## src/rtl/main_unit.sv

```systemverilog
// Pulse extender: holds extended_pulse high while original_pulse is high, then EXT_LEN more cycles.
// Optional macro SYNC_IN_EN adds a 2-flop input synchronizer (two extra cycles of latency).
module main_unit #(
    parameter int unsigned EXT_LEN = 10,
    parameter int unsigned CNT_W   = $clog2(EXT_LEN + 1)
) (
    input  logic clk,
    input  logic rst,
    input  logic original_pulse,
    output logic extended_pulse,
    output logic busy
);

    typedef enum logic [1:0] {
        IDLE    = 2'd0,
        HOLD    = 2'd1,
        STRETCH = 2'd2
    } state_t;

    state_t           state;
    logic [CNT_W-1:0] cnt;
    logic             pulse_s;

`ifdef SYNC_IN_EN
    logic [1:0] sync_q;

    // Two-stage synchronizer; cleared by reset so no stale pulse survives it
    always_ff @(posedge clk) begin
        if (rst) begin
            sync_q <= 2'b00;
        end else begin
            sync_q <= {sync_q[0], original_pulse};
        end
    end

    assign pulse_s = sync_q[1];
`else
    assign pulse_s = original_pulse;
`endif

    // Stretch FSM; counter is loaded on the fall and only counts down while nonzero
    always_ff @(posedge clk) begin
        if (rst) begin
            state          <= IDLE;
            cnt            <= '0;
            extended_pulse <= 1'b0;
            busy           <= 1'b0;
        end else begin
            case (state)
                IDLE: begin
                    if (pulse_s) begin
                        state          <= HOLD;
                        extended_pulse <= 1'b1;
                    end else begin
                        extended_pulse <= 1'b0;
                    end
                    busy <= 1'b0;
                end
                HOLD: begin
                    extended_pulse <= 1'b1;
                    if (pulse_s) begin
                        busy <= 1'b0;
                    end else begin
                        state <= STRETCH;
                        cnt   <= CNT_W'(EXT_LEN - 1);
                        busy  <= 1'b1;
                    end
                end
                STRETCH: begin
                    if (pulse_s) begin
                        state          <= HOLD;
                        extended_pulse <= 1'b1;
                        busy           <= 1'b0;
                    end else if (cnt == '0) begin
                        state          <= IDLE;
                        extended_pulse <= 1'b0;
                        busy           <= 1'b0;
                    end else begin
                        cnt            <= cnt - CNT_W'(1);
                        extended_pulse <= 1'b1;
                        busy           <= 1'b1;
                    end
                end
                default: begin
                    state          <= IDLE;
                    cnt            <= '0;
                    extended_pulse <= 1'b0;
                    busy           <= 1'b0;
                end
            endcase
        end
    end

endmodule

```

## config.mk

```make
export PLATFORM = sky130hd
export DESIGN_NAME = main_unit
export DESIGN_NICKNAME = d
export VERILOG_FILES = /design/src/rtl/main_unit.sv
export SDC_FILE = /design/constraint.sdc
export NUM_CORES = 1
export LEC_CHECK = 0
export CORE_AREA = 2 2 39 41
export DETAILED_ROUTE_END_ITERATION = 10
export DIE_AREA = 0 0 41 43
export SYNTH_ARGS = -nofsm -noshare
export SYNTH_HDL_FRONTEND = slang
export SYNTH_SLANG_ARGS = --single-unit
```

## constraint.sdc

```tcl
create_clock -name clk -period 2.1 [get_ports clk]
set_input_delay 0.42 -clock clk [delete_from_list [all_inputs] [get_ports clk]]
set_output_delay 0.42 -clock clk [all_outputs]
set_load 0.05 [all_outputs]
```

; Word-level counts from Yosys, hierarchy flattened
; Index checks and enable logic that the tools add are counted.
[word_totals]
regBits = 8
latch_bits = 0
ramBits = 0
romBits = 0
out_inout_bits = 2
word_cells = 33
n_memories = 0
[op_classes]
addsub = 1
multipliers = 0
n_div = 0
n_lt_le_gt_ge = 0
eq_ne = 7
n_shift = 0
muxes = 16
n_bitwise = 1
reduce_logical = 4
[ops]
columns = operator, count
row1 = two-way mux 4 bit, 3
row2 = one-hot mux 4 bit (3 select lines), 1
row3 = two-way mux 2 bit, 4
row4 = inequality test 2 bit (second input constant), 4
row5 = one-hot mux 2 bit (3 select lines), 1
row6 = two-way mux 1 bit, 5
row7 = zero test 4 bit, 1
row8 = AND reduction 4 bit, 1
row9 = subtractor 4 x 1 -> 4 bit (second input constant), 1
row10 = inequality test 3 bit (second input constant), 1
row11 = one-hot mux 1 bit (3 select lines), 1
row12 = AND reduction 3 bit, 1
row13 = equality test 2 x 1 -> 1 bit (second input constant), 1
row14 = equality test 2 bit (second input constant), 1
row15 = zero test 2 bit, 1
row16 = one-hot mux 1 bit (2 select lines), 1
row17 = NOT 1 bit, 1

; Depth between registers and ports, before layout
; Gate-level depths: netlist of the first run.
[logic_depth]
word_depth = 4
mapped_depth = 7

; Least setup slack after synthesis of the first run
; Ideal clock, no wire load.
[synth_timing]
path_kind = register -> register
from = reg state[0]
to = reg cnt[0]
setup_time_ps = 64
t_arrival_ps = 1613
setup_slack_ps = 423
stages_incl_launch_ff = 8
n_path_buf = 1
cell_sequence = dfxtp_1 -> inv_1 -> ha_1 -> buf_6 -> o21a_4 -> a211oi_4 -> mux2_4 -> nor2_1
[synth_between]
elab_chain_len = 3
word_cells_on_any_way = 9
cone_classes = eq/ne: 5 / mux: 1 / bitwise: 1 / reduce/logical: 2
[synth_lines]
columns = element, line_no
row1 = start: declaration, 20  ; state_t state;
row2 = start signal: assignment, 44  ; state <= IDLE;
row3 = start signal: assignment, 52  ; state <= HOLD;
row4 = start signal: assignment, 64  ; state <= STRETCH;
row5 = "equality test 2 bit, or another cell as far along", 49  ; case (state)
row6 = inequality test 2 bit (no line) / NOT 1 bit (equally long branches), n/a
row7 = AND reduction 4 bit (no line), n/a
row8 = end signal: assignment, 65  ; cnt <= CNT_W'(EXT_LEN - 1);
row9 = end signal: assignment, 79  ; cnt <= cnt - CNT_W'(1);
row10 = end: declaration, 21  ; logic [CNT_W-1:0] cnt;
; Parallel ways exist; a longest one is shown, timed or not.
; A chain may end at the register's enable or synchronous reset.

; Final worst setup path of the first run
[layout_timing]
from = reg state[1]
to = reg cnt[0]
; The elaborated chain is that of the path after synthesis.

==> key figures, run 1 <==
Outcome
  – Status: complete, no violations

Worst setup path
  – CP top delay family: compound AO/OA/AOI/OAI gates
  – Crit-path max cell delay: 380 ps
  – Critical Path End Type: flip-flop
  – Critical-path maximum fanout: 6
  – Worst setup path category: reg -> reg
  – Buf/Inv on CP: 1
  – R2R depth: 6
  – Reg2reg end: cnt[0]
  – Worst EP arrival: 2010 ps
  – Critical path launch point type: flip-flop
  – R2R setup slack: 290 ps
  – Critical path data required time: 2300 ps
  – Slowest-stage cell, CP: dfxtp_1
  – CP cell instances: inv_1 -> ha_1 -> o21a_4 -> a211oi_4 -> mux2_4 -> nor2_1
  – Reg2reg start: state[1]

Worst hold path
  – Hold Path Depth: 2
  – Hold path endpoint: cnt[2]
  – Worst hold start: cnt[2]
  – Hold crit path type: reg -> reg

Detailed routing
  – Routed WL: 1.04 mm
  – Routed len/inst: 12.2 um
  – Via density: 5.12
  – DRC Markers: 0
  – TritonRoute pass-1 iters: 4
  – First DRT Iteration DRCs: 9
  – Post-route antenna net violation count: 0
  – Total vias in the final route: 435

Power and ir drop
  – Peak supply drop: 0.425 mV
  – Lkg Pwr: 0.243 nW
  – Power Density: 690 nW/um^2

Clock tree
  – Post-CTS setup buffers: 0
  – CTS tree: done
  – CTS HTree Levels: 1
  – Sink Count: 8
  – CTS clk-pin slew, worst paths: 60 ps
  – Worst skew pair latency: 260 ps
  – Hold_buf cts: 0
  – Inserted Clock Buffers: 3
  – CTS root buf: clkbuf_4
  – Post-cts sizing count: 0
  – Max clock buf depth: 2

Timing
  – F_max: 551 MHz
  – Worst-Margin Slew: 490 ps
  – Final setup TNS: 0 ps
  – RSZ-0062 raised after global routing: false
  – Final Max Slew Viols: 0
  – Slew HR: 0.672
  – Fin Hold WS: 519 ps
  – Final min period: 1810 ps
  – Endpoints failing hold: 0
  – Setup violators final: 0
  – Clk_skew: 0.602 ps
  – Period utilization: 0.864
  – Post-route setup slack: 287 ps

Synthesis
  – Compound-Gate Fraction of Synth Area: 0.216
  – FFs w/ async S/R, synth: 0
  – Largest family of logic cells by synthesized area: compound AO/OA/AOI/OAI gates
  – Gate Count Post-Synth: 61
  – Mux contribution to synthesized area: 0.0471
  – Synth Area in XOR/XNOR: 0.0165
  – Post-synth EDFFs: 0
  – Count leader, synth: inv_1
  – Syn nets: 70
  – Area contributors post-synth: dfxtp_1 (30%), ha_1 (14%), inv_1 (6.4%), nor2_1 (4.9%), a211oi_4 (3.8%)
  – Adder-cell area share of the yosys netlist: 0.141
  – Simple-Gate Fraction of Synth Area: 0.193
  – Post-synth top cells: inv_1 (9), dfxtp_1 (8), nor2_1 (7)
  – Library cells used by synthesis: 25
  – Post-synthesis sequential area ratio: 0.301
  – Post-Synthesis Cell Area: 532 sq um
  – Area leader, netlist: dfxtp_1
  – Yosys warns: 0
  – Yosys top cell area share: 0.301
  – Top_reg_cell synth: dfxtp_1
  – Synth Register Bits: 8
  – Synthesized area per cell: 8.72 sq um

Floorplanning
  – Initial Util: 0.384
  – Die W: 41 um
  – Row count: 14
  – IO Count: 5
  – Core Footprint: 1380 sq um
  – Die footprint: 1760 sq um
  – Die height: 43 um

Placed design
  – DP HPWL: 783 um
  – Placer Congestion: 0.763
  – Placed inst area: 596 sq um
  – Dpl ws: 278 ps
  – Buffers on Ports: 4

Run
  – Maxcap violations: 0

Finish
  – Final core occ: 0.447
  – N_diodes: 0
  – Fin nets: 80
  – Share of cells above drive strength 1: 0.145
  – Area grow syn2layout: 16.2%
  – Seq. cell area: 160 sq um
  – Filler instances: 132
  – Multi-input gate area: 327 sq um
  – Final non-filler cell area: 618 sq um

Global route
  – Congestion Overflow GR: 0
  – Largest net degree at the start of global routing: 9
  – Global-route usage over all layers: 0.143
  – Vias in the first global route: 396
  – Global-route wire length before repair: 1.70 mm
  – Initial antenna violation count: 0
logic make-up (layout without fill, tap and decap cells):
family | count (synthesis) | count (layout)
multiplexers | 2 | 2
XOR/XNOR | 1 | 1
flip-flops | 8 | 8
AND/OR/NAND/NOR | 19 | 19
buffers and inverters | 10 | 18
adder cells (fa/ha/maj) | 6 | 6
AO/OA/AOI/OAI | 15 | 15
state kept, by name (all words and copies together), names as in the netlist:
register,flops
state,2
busy,1
extended_pulse,1
cnt,4
placed cells by master, fill, tap and decap left out:
| cell type | count |
|---|---|
| a211oi_4 | 1 |
| a21oi_1 | 4 |
| and4_1 | 1 |
| buf_4 | 2 |
| clkbuf_4 | 3 |
| clkdlybuf4s50_1 | 4 |
| dfxtp_1 | 8 |
| ha_1 | 6 |
| inv_1 | 9 |
| mux2_4 | 1 |
| mux2i_1 | 1 |
| nand2_1 | 2 |
| nand3_1 | 2 |
| nor2_1 | 7 |
| nor2b_1 | 1 |
| nor3_1 | 3 |
| nor3b_1 | 1 |
| nor3b_2 | 1 |
| nor4b_1 | 1 |
| o2111ai_1 | 1 |
| o211ai_1 | 1 |
| o21a_1 | 1 |
| o21a_4 | 1 |
| o21ai_0 | 4 |
| o21ai_1 | 1 |
| o221a_2 | 1 |
| xor2_1 | 1 |
worst min-delay path, stage by stage, from the launching register on:
cell and delay [ps]:
dfxtp_1 350, nand2_1 60, o21ai_0 60
cell type report:
class,instances,share of cell area
timing repair buffer,6,0.0891
sequential,8,0.259
inverter,9,0.0547
multi-input combinational,43,0.528
tap,16,0.0324
clock buffer,3,0.0364
power breakdown:
part           internal [W]  switching (W)  total, W
registers          0.000161     0.00000728  0.000168
logic             0.0000570      0.0000785  0.000136
clock network     0.0000657      0.0000568  0.000123
total              0.000284       0.000143  0.000426
worst max path at each step:
stage | slack [ps] | endpoint | cells after the start | from
finish | 290 | cnt[0] | 6 | state[1]
global route | 200 | cnt[0] | 6 | state[1]
CTS | 290 | cnt[0] | 6 | state[1]
detailed placement | 280 | cnt[0] | 5 | original_pulse
global placement | 310 | cnt[0] | 5 | original_pulse
floorplan | 420 | cnt[0] | 7 | state[0]
metrics by stage:
step	total power [W]	instances
detailed placement	0.000307	82
floorplan	0.000274	61
CTS	0.000430	85
global placement	0.000304	82
global route	0.000455	85
finish	0.000426	85
per-layer routing:
metal,track usage,vias to the layer above,routed length [um]
met2,0.209,8,485
met1,0.174,199,496
met3,0.0785,2,47
li1,-,226,-
met4,0.0400,0,6
met5,0,-,0
Power figures use the tool's default switching activity.
==> inputs of run 2 (changes only) <==
--- a/config.mk
+++ b/config.mk
@@ -6,8 +6,10 @@
 export NUM_CORES = 1
 export LEC_CHECK = 0
 export CORE_AREA = 2 2 39 41
+export CTS_CLUSTER_SIZE = 10
 export DETAILED_ROUTE_END_ITERATION = 10
 export DIE_AREA = 0 0 41 43
+export RECOVER_POWER = 25
 export SYNTH_ARGS = -nofsm -noshare
 export SYNTH_HDL_FRONTEND = slang
 export SYNTH_SLANG_ARGS = --single-unit
==> run 2 against run 1 <==
  * Combinational power hardly changed
  * Worst hold slack worse by 7.0 ps
  * Routed wire length is 0.19% higher
  * Maximum frequency hardly changed
  * Power is 0.10% higher
  * Die area stayed put
  * Setup slack hardly changed
  * Final cell count stayed put
  * Clock power hardly changed
  * Critical endpoint unchanged
==> key figures, run 2 (synthesized netlist as in run 1, its figures left out) <==
Timing
  – Slew HR: 0.589 (was 0.672)
  – Setup violators final: 0 (unchanged)
  – Clk_skew: 1.00 ps (was 0.602 ps)
  – Final setup TNS: 0 ps (unchanged)
  – F_max: 551 MHz (about the same)
  – Worst-Margin Slew: 615 ps (was 490 ps)
  – Final Max Slew Viols: 0 (unchanged)
  – Period utilization: 0.864 (about the same)
  – RSZ-0062 raised after global routing: false (unchanged)
  – Post-route setup slack: 287 ps (about the same)
  – Final min period: 1810 ps (about the same)
  – Endpoints failing hold: 0 (unchanged)

Power and ir drop
  – Power Density: 696 nW/um^2 (was 690 nW/um^2)
  – Peak supply drop: 0.428 mV (was 0.425 mV)
  – Tot Pwr: 0.000427 W (was 0.000426 W)
  – Lkg Pwr: 0.240 nW (was 0.243 nW)

Finish
  – Area grow syn2layout: 15.3% (was 16.2%)
  – Filler instances: 132 (unchanged)
  – Fin nets: 80 (unchanged)
  – Biggest regs: cnt (4), state (2) (unchanged)
  – Top reg by flops: cnt (unchanged)
  – N_diodes: 0 (unchanged)
  – Number of flip-flops under the largest register name: 4 (unchanged)
  – Most frequent cells in the layout: inv_1 (9), dfxtp_1 (8), nor2_1 (7) (unchanged)
  – Seq. cell area: 160 sq um (unchanged)
  – Share of cells above drive strength 1: 0.130 (was 0.145)
  – Non-Filler Instances: 85 (unchanged)
  – Commonest non-fill, non-tap cell in the layout: inv_1 (unchanged)
  – Multi-input gate area: 322 sq um (was 327 sq um)

Detailed routing
  – DRC Markers: 0 (unchanged)
  – Post-route antenna net violation count: 0 (unchanged)
  – Routed len/inst: 12.2 um (about the same)
  – Total vias in the final route: 435 (unchanged)
  – First DRT Iteration DRCs: 7 (was 9)
  – TritonRoute pass-1 iters: 4 (unchanged)
  – Via density: 5.12 (unchanged)
  – Routed WL: 1.04 mm (about the same)

Floorplanning
  – IO Count: 5 (unchanged)
  – Die W: 41 um (unchanged)
  – Die footprint: 1760 sq um (unchanged)
  – Initial Util: 0.384 (unchanged)
  – Row count: 14 (unchanged)
  – Die height: 43 um (unchanged)
  – Core Footprint: 1380 sq um (unchanged)

Placed design
  – Placer Congestion: 0.763 (unchanged)
  – Placed Instances: 82 (unchanged)
  – DP HPWL: 783 um (unchanged)
  – Dpl ws: 278 ps (unchanged)
  – Buffers on Ports: 4 (unchanged)

Global route
  – Global-route wire length before repair: 1.70 mm (unchanged)
  – Vias in the first global route: 396 (unchanged)
  – Congestion Overflow GR: 0 (unchanged)
  – Largest net degree at the start of global routing: 9 (unchanged)
  – Global-route usage over all layers: 0.143 (unchanged)
  – Initial antenna violation count: 0 (unchanged)

Clock tree
  – CTS clk-pin slew, worst paths: 60 ps (about the same)
  – CTS HTree Levels: 1 (unchanged)
  – Inserted Clock Buffers: 3 (unchanged)
  – Worst skew pair latency: 260 ps (about the same)
  – Max clock buf depth: 2 (unchanged)
  – CTS root buf: clkbuf_4 (unchanged)
  – Post-CTS setup buffers: 0 (unchanged)
  – CTS tree: done (unchanged)
  – Hold_buf cts: 0 (unchanged)
  – Post-cts sizing count: 0 (unchanged)
  – Sink Count: 8 (unchanged)

Worst hold path
  – Hold Path Depth: 2 (unchanged)
  – Hold crit path type: reg -> reg (unchanged)
  – Hold path endpoint: cnt[2] (unchanged)
  – Worst hold start: cnt[2] (unchanged)

Worst setup path
  – Reg2reg end: cnt[0] (unchanged)
  – R2R setup slack: 290 ps (about the same)
  – Critical-path maximum fanout: 6 (unchanged)
  – Worst setup path category: reg -> reg (unchanged)
  – Critical path launch point type: flip-flop (unchanged)
  – Critical Path End Type: flip-flop (unchanged)
  – Critical path data required time: 2300 ps (about the same)
  – R2R depth: 6 (unchanged)
  – Crit path launch: state[1] (unchanged)
  – Worst EP arrival: 2010 ps (about the same)
  – Reg2reg start: state[1] (unchanged)

Outcome
  – Status: complete, no violations (unchanged)

Run
  – Maxcap violations: 0 (unchanged)
==> run 2: area by class of cell <==
| cell class | count | share of cell area |
|---|---|---|
| Sequential cell | 8 | 0.261 |
| Clock buffer | 3 | 0.0367 |
| Tap cell | 16 | 0.0327 |
| Multi-Input combinational cell | 43 | 0.524 |
| Timing Repair Buffer | 6 | 0.0898 |
| Inverter | 9 | 0.0551 |
==> run 2: critical path: stages (launching register included) <==
cell	delay, ps
dfxtp_1	380
inv_1	80
ha_1	270
o21a_4	260
a211oi_4	350
mux2_4	340
nor2_1	70
==> run 2: how the worst max path moves through the flow <==
stage                         to  slack [ps]
final                     cnt[0]         290
after global routing      cnt[0]         200
after CTS                 cnt[0]         290
after detailed placement  cnt[0]         280
after global placement    cnt[0]         310
after floorplan           cnt[0]         420
==> run 2: power breakdown <==
group	total, W	leakage [nW]	switching (W)	internal (W)
clock network	0.000123	0.0138	0.0000575	0.0000658
logic	0.000135	0.161	0.0000788	0.0000566
registers	0.000168	0.0650	0.00000718	0.000161
==> run 2: layer usage <==
metal	GRT usage	part of all wire	routed length, um
met5	0	0	0
met4	0.0400	0.0058	6
met3	0.0785	0.046	48
met2	0.209	0.47	486
met1	0.174	0.48	495
==> run 2: through the flow <==
stage	utilization	hold slack (ps)	area, sq um
floorplan	-	482	532
global placement	0.430	521	596
detailed placement	0.430	515	596
CTS	0.447	522	618
global route	0.443	526	613
finish	0.443	512	613
==> inputs of run 3 (changes only) <==
==> constraint.sdc (replaced) <==
create_clock -name clk -period 1.6 [get_ports clk]
set_input_delay 0.32 -clock clk [delete_from_list [all_inputs] [get_ports clk]]
set_output_delay 0.32 -clock clk [all_outputs]
set_load 0.05 [all_outputs]
==> run 3 against run 2 <==
  * Global-route usage up 1.3 points
  * Critical endpoint is now cnt[1]
  * Largest power group is now combinational cells
  * Via count up 17%
  * Setup slack worse by 210 ps
==> key figures, run 3 (synthesized netlist as in run 1, its figures left out) <==
Outcome
  – Status: complete, no violations (unchanged)

Detailed routing
  – Via density: 5.23 (was 5.12)
  – First DRT Iteration DRCs: 5 (was 7)
  – Routed len/inst: 12.5 um (was 12.2 um)
  – Routed WL: 1.21 mm (was 1.04 mm)
  – Total vias in the final route: 507 (was 435)
  – TritonRoute pass-1 iters: 4 (unchanged)
  – DRC Markers: 0 (unchanged)
  – Post-route antenna net violation count: 0 (unchanged)

Power and ir drop
  – Sequential power share: 0.365 (was 0.394)
  – P_sw: 0.000198 W (was 0.000143 W)
  – Peak supply drop: 0.463 mV (was 0.428 mV)
  – Switching share of power: 0.328 (was 0.336)
  – Clock power share: 0.262 (was 0.289)
  – Int Pwr: 0.000406 W (was 0.000283 W)
  – Logic pwr share: 0.373 (was 0.317)
  – Power Density: 843 nW/um^2 (was 696 nW/um^2)
  – Lkg Pwr: 0.300 nW (was 0.240 nW)

Clock tree
  – Max clock buf depth: 2 (unchanged)
  – CTS clk-pin slew, worst paths: 60 ps (about the same)
  – Inserted Clock Buffers: 3 (unchanged)
  – CTS root buf: clkbuf_4 (unchanged)
  – CTS HTree Levels: 1 (unchanged)
  – CTS tree: done (unchanged)
  – Hold_buf cts: 0 (unchanged)
  – Worst skew pair latency: 260 ps (about the same)
  – Sink Count: 8 (unchanged)

Floorplanning
  – Core Footprint: 1380 sq um (unchanged)
  – Die footprint: 1760 sq um (unchanged)
  – Die W: 41 um (unchanged)
  – Initial Util: 0.384 (unchanged)
  – Row count: 14 (unchanged)
  – Die height: 43 um (unchanged)
  – IO Count: 5 (unchanged)

Worst hold path
  – Hold crit path type: reg -> reg (unchanged)

Placed design
  – Buffers on Ports: 4 (unchanged)
  – Placed Instances: 91 (was 82)
  – DP HPWL: 844 um (was 783 um)
  – Placed inst area: 659 sq um (was 596 sq um)
  – Placer Congestion: 0.782 (was 0.763)

Finish
  – Top reg by flops: cnt (unchanged)
  – Most frequent cells in the layout: buf_4 (14), inv_1 (9), nor2_1 (6), dfxtp_1 (6) (was inv_1 (9), dfxtp_1 (8), nor2_1 (7))
  – Area grow syn2layout: 34.8% (was 15.3%)
  – Final core occ: 0.518 (was 0.443)
  – Final non-filler cell area: 717 sq um (was 613 sq um)
  – Non-Filler Instances: 97 (was 85)
  – N_diodes: 0 (unchanged)
  – Biggest regs: cnt (4), state (2) (unchanged)
  – Commonest non-fill, non-tap cell in the layout: buf_4 (was inv_1)
  – Share of cells above drive strength 1: 0.358 (was 0.130)
  – Fin nets: 92 (was 80)
  – Number of flip-flops under the largest register name: 4 (unchanged)
  – Filler instances: 132 (unchanged)

Timing
  – Worst-Margin Slew: 589 ps (was 615 ps)
  – RSZ-0062 raised after global routing: true (was false)
  – Clk_skew: 2.60 ps (was 1.00 ps)
  – Final min period: 1530 ps (was 1810 ps)
  – Final setup TNS: 0 ps (unchanged)
  – Final Max Slew Viols: 0 (unchanged)
  – Period utilization: 0.954 (was 0.864)
  – Endpoints failing hold: 0 (unchanged)
  – Slew HR: 0.609 (was 0.589)
  – Setup violators final: 0 (unchanged)
  – F_max: 655 MHz (was 551 MHz)
  – Fin Hold WS: 548 ps (was 512 ps)

Worst setup path
  – R2R setup slack: 70 ps (was 290 ps)
  – Critical path data required time: 1750 ps (was 2300 ps)
  – Worst EP arrival: 1680 ps (was 2010 ps)
  – Critical path launch point type: flip-flop (unchanged)
  – Critical Path End Type: flip-flop (unchanged)
  – Worst setup path category: reg -> reg (unchanged)
  – Critical-path maximum fanout: 3 (was 6)

Global route
  – Congestion Overflow GR: 0 (unchanged)
  – Global-route usage over all layers: 0.156 (was 0.143)
  – Global-route wire length before repair: 1.86 mm (was 1.70 mm)
  – Vias in the first global route: 485 (was 396)
  – Initial antenna violation count: 0 (unchanged)
  – Largest net degree at the start of global routing: 7 (was 9)

Run
  – Maxcap violations: 0 (unchanged)
-- run 3: cell types whose count changed in the layout (fill, tap and decap cells not counted), sizes merged --
cell,delta
buf,+12
clkdlybuf4s50,-2
clkbuf,+2
-- run 3: final cells by class --
class,count,area (sq um),share of cell area
multi-input cells,43,345,0.482
flip-flops and latches,8,163,0.227
repair buffers,18,133,0.185
inverters,9,33.8,0.0471
clock buffers,3,22.5,0.0314
well taps,16,20.0,0.0279
-- run 3: what timing repair did --
action | 4_1_cts | 5_1_grt
setup buffers | 2 | 1
gates resized for setup | 0 | 6
endpoints found under the setup margin | 1 | 6
pin swaps | 1 | 2
-- run 3: worst max-delay path, stage by stage, from the launching register on --
cell and delay, ps:
dfxtp_1 330, inv_1 60, ha_2 180, nor3b_2 180, a211oi_4 300, buf_4 160, mux2i_1 160, nor2_1 50
-- run 3: through the flow --
step | total power [W] | worst slack, ps
after detailed placement | 0.000423 | -95.3
final | 0.000604 | 74.1
after floorplan | 0.000362 | 5.24
after global placement | 0.000420 | -60.4
after CTS | 0.000601 | 5.72
after global routing | 0.000644 | -50.7
-- run 3: worst paths after layout --
path	from	cells past startpoint	endpoint
setup / recovery	cnt[0]	7	cnt[1]
hold / removal	cnt[2]	2	cnt[2]
setup reg to reg	cnt[0]	7	cnt[1]
hold reg to reg	cnt[2]	2	cnt[2]
-- run 3: metal layers --
| layer | global-route usage | wire (um) |
|---|---|---|
| met1 | 0.172 | 540 |
| met2 | 0.256 | 569 |
| met3 | 0.0785 | 74 |
| met4 | 0.0333 | 23 |
| met5 | 0 | 0 |
-- run 3: power groups by stage --
stage	sequential, W	combinational, W	clock, W
after global placement	0.000225	0.000195	0
after detailed placement	0.000225	0.000197	0
after floorplan	0.000238	0.000124	0
after global routing	0.000223	0.000246	0.000176
after CTS	0.000221	0.000212	0.000167
final	0.000221	0.000225	0.000158
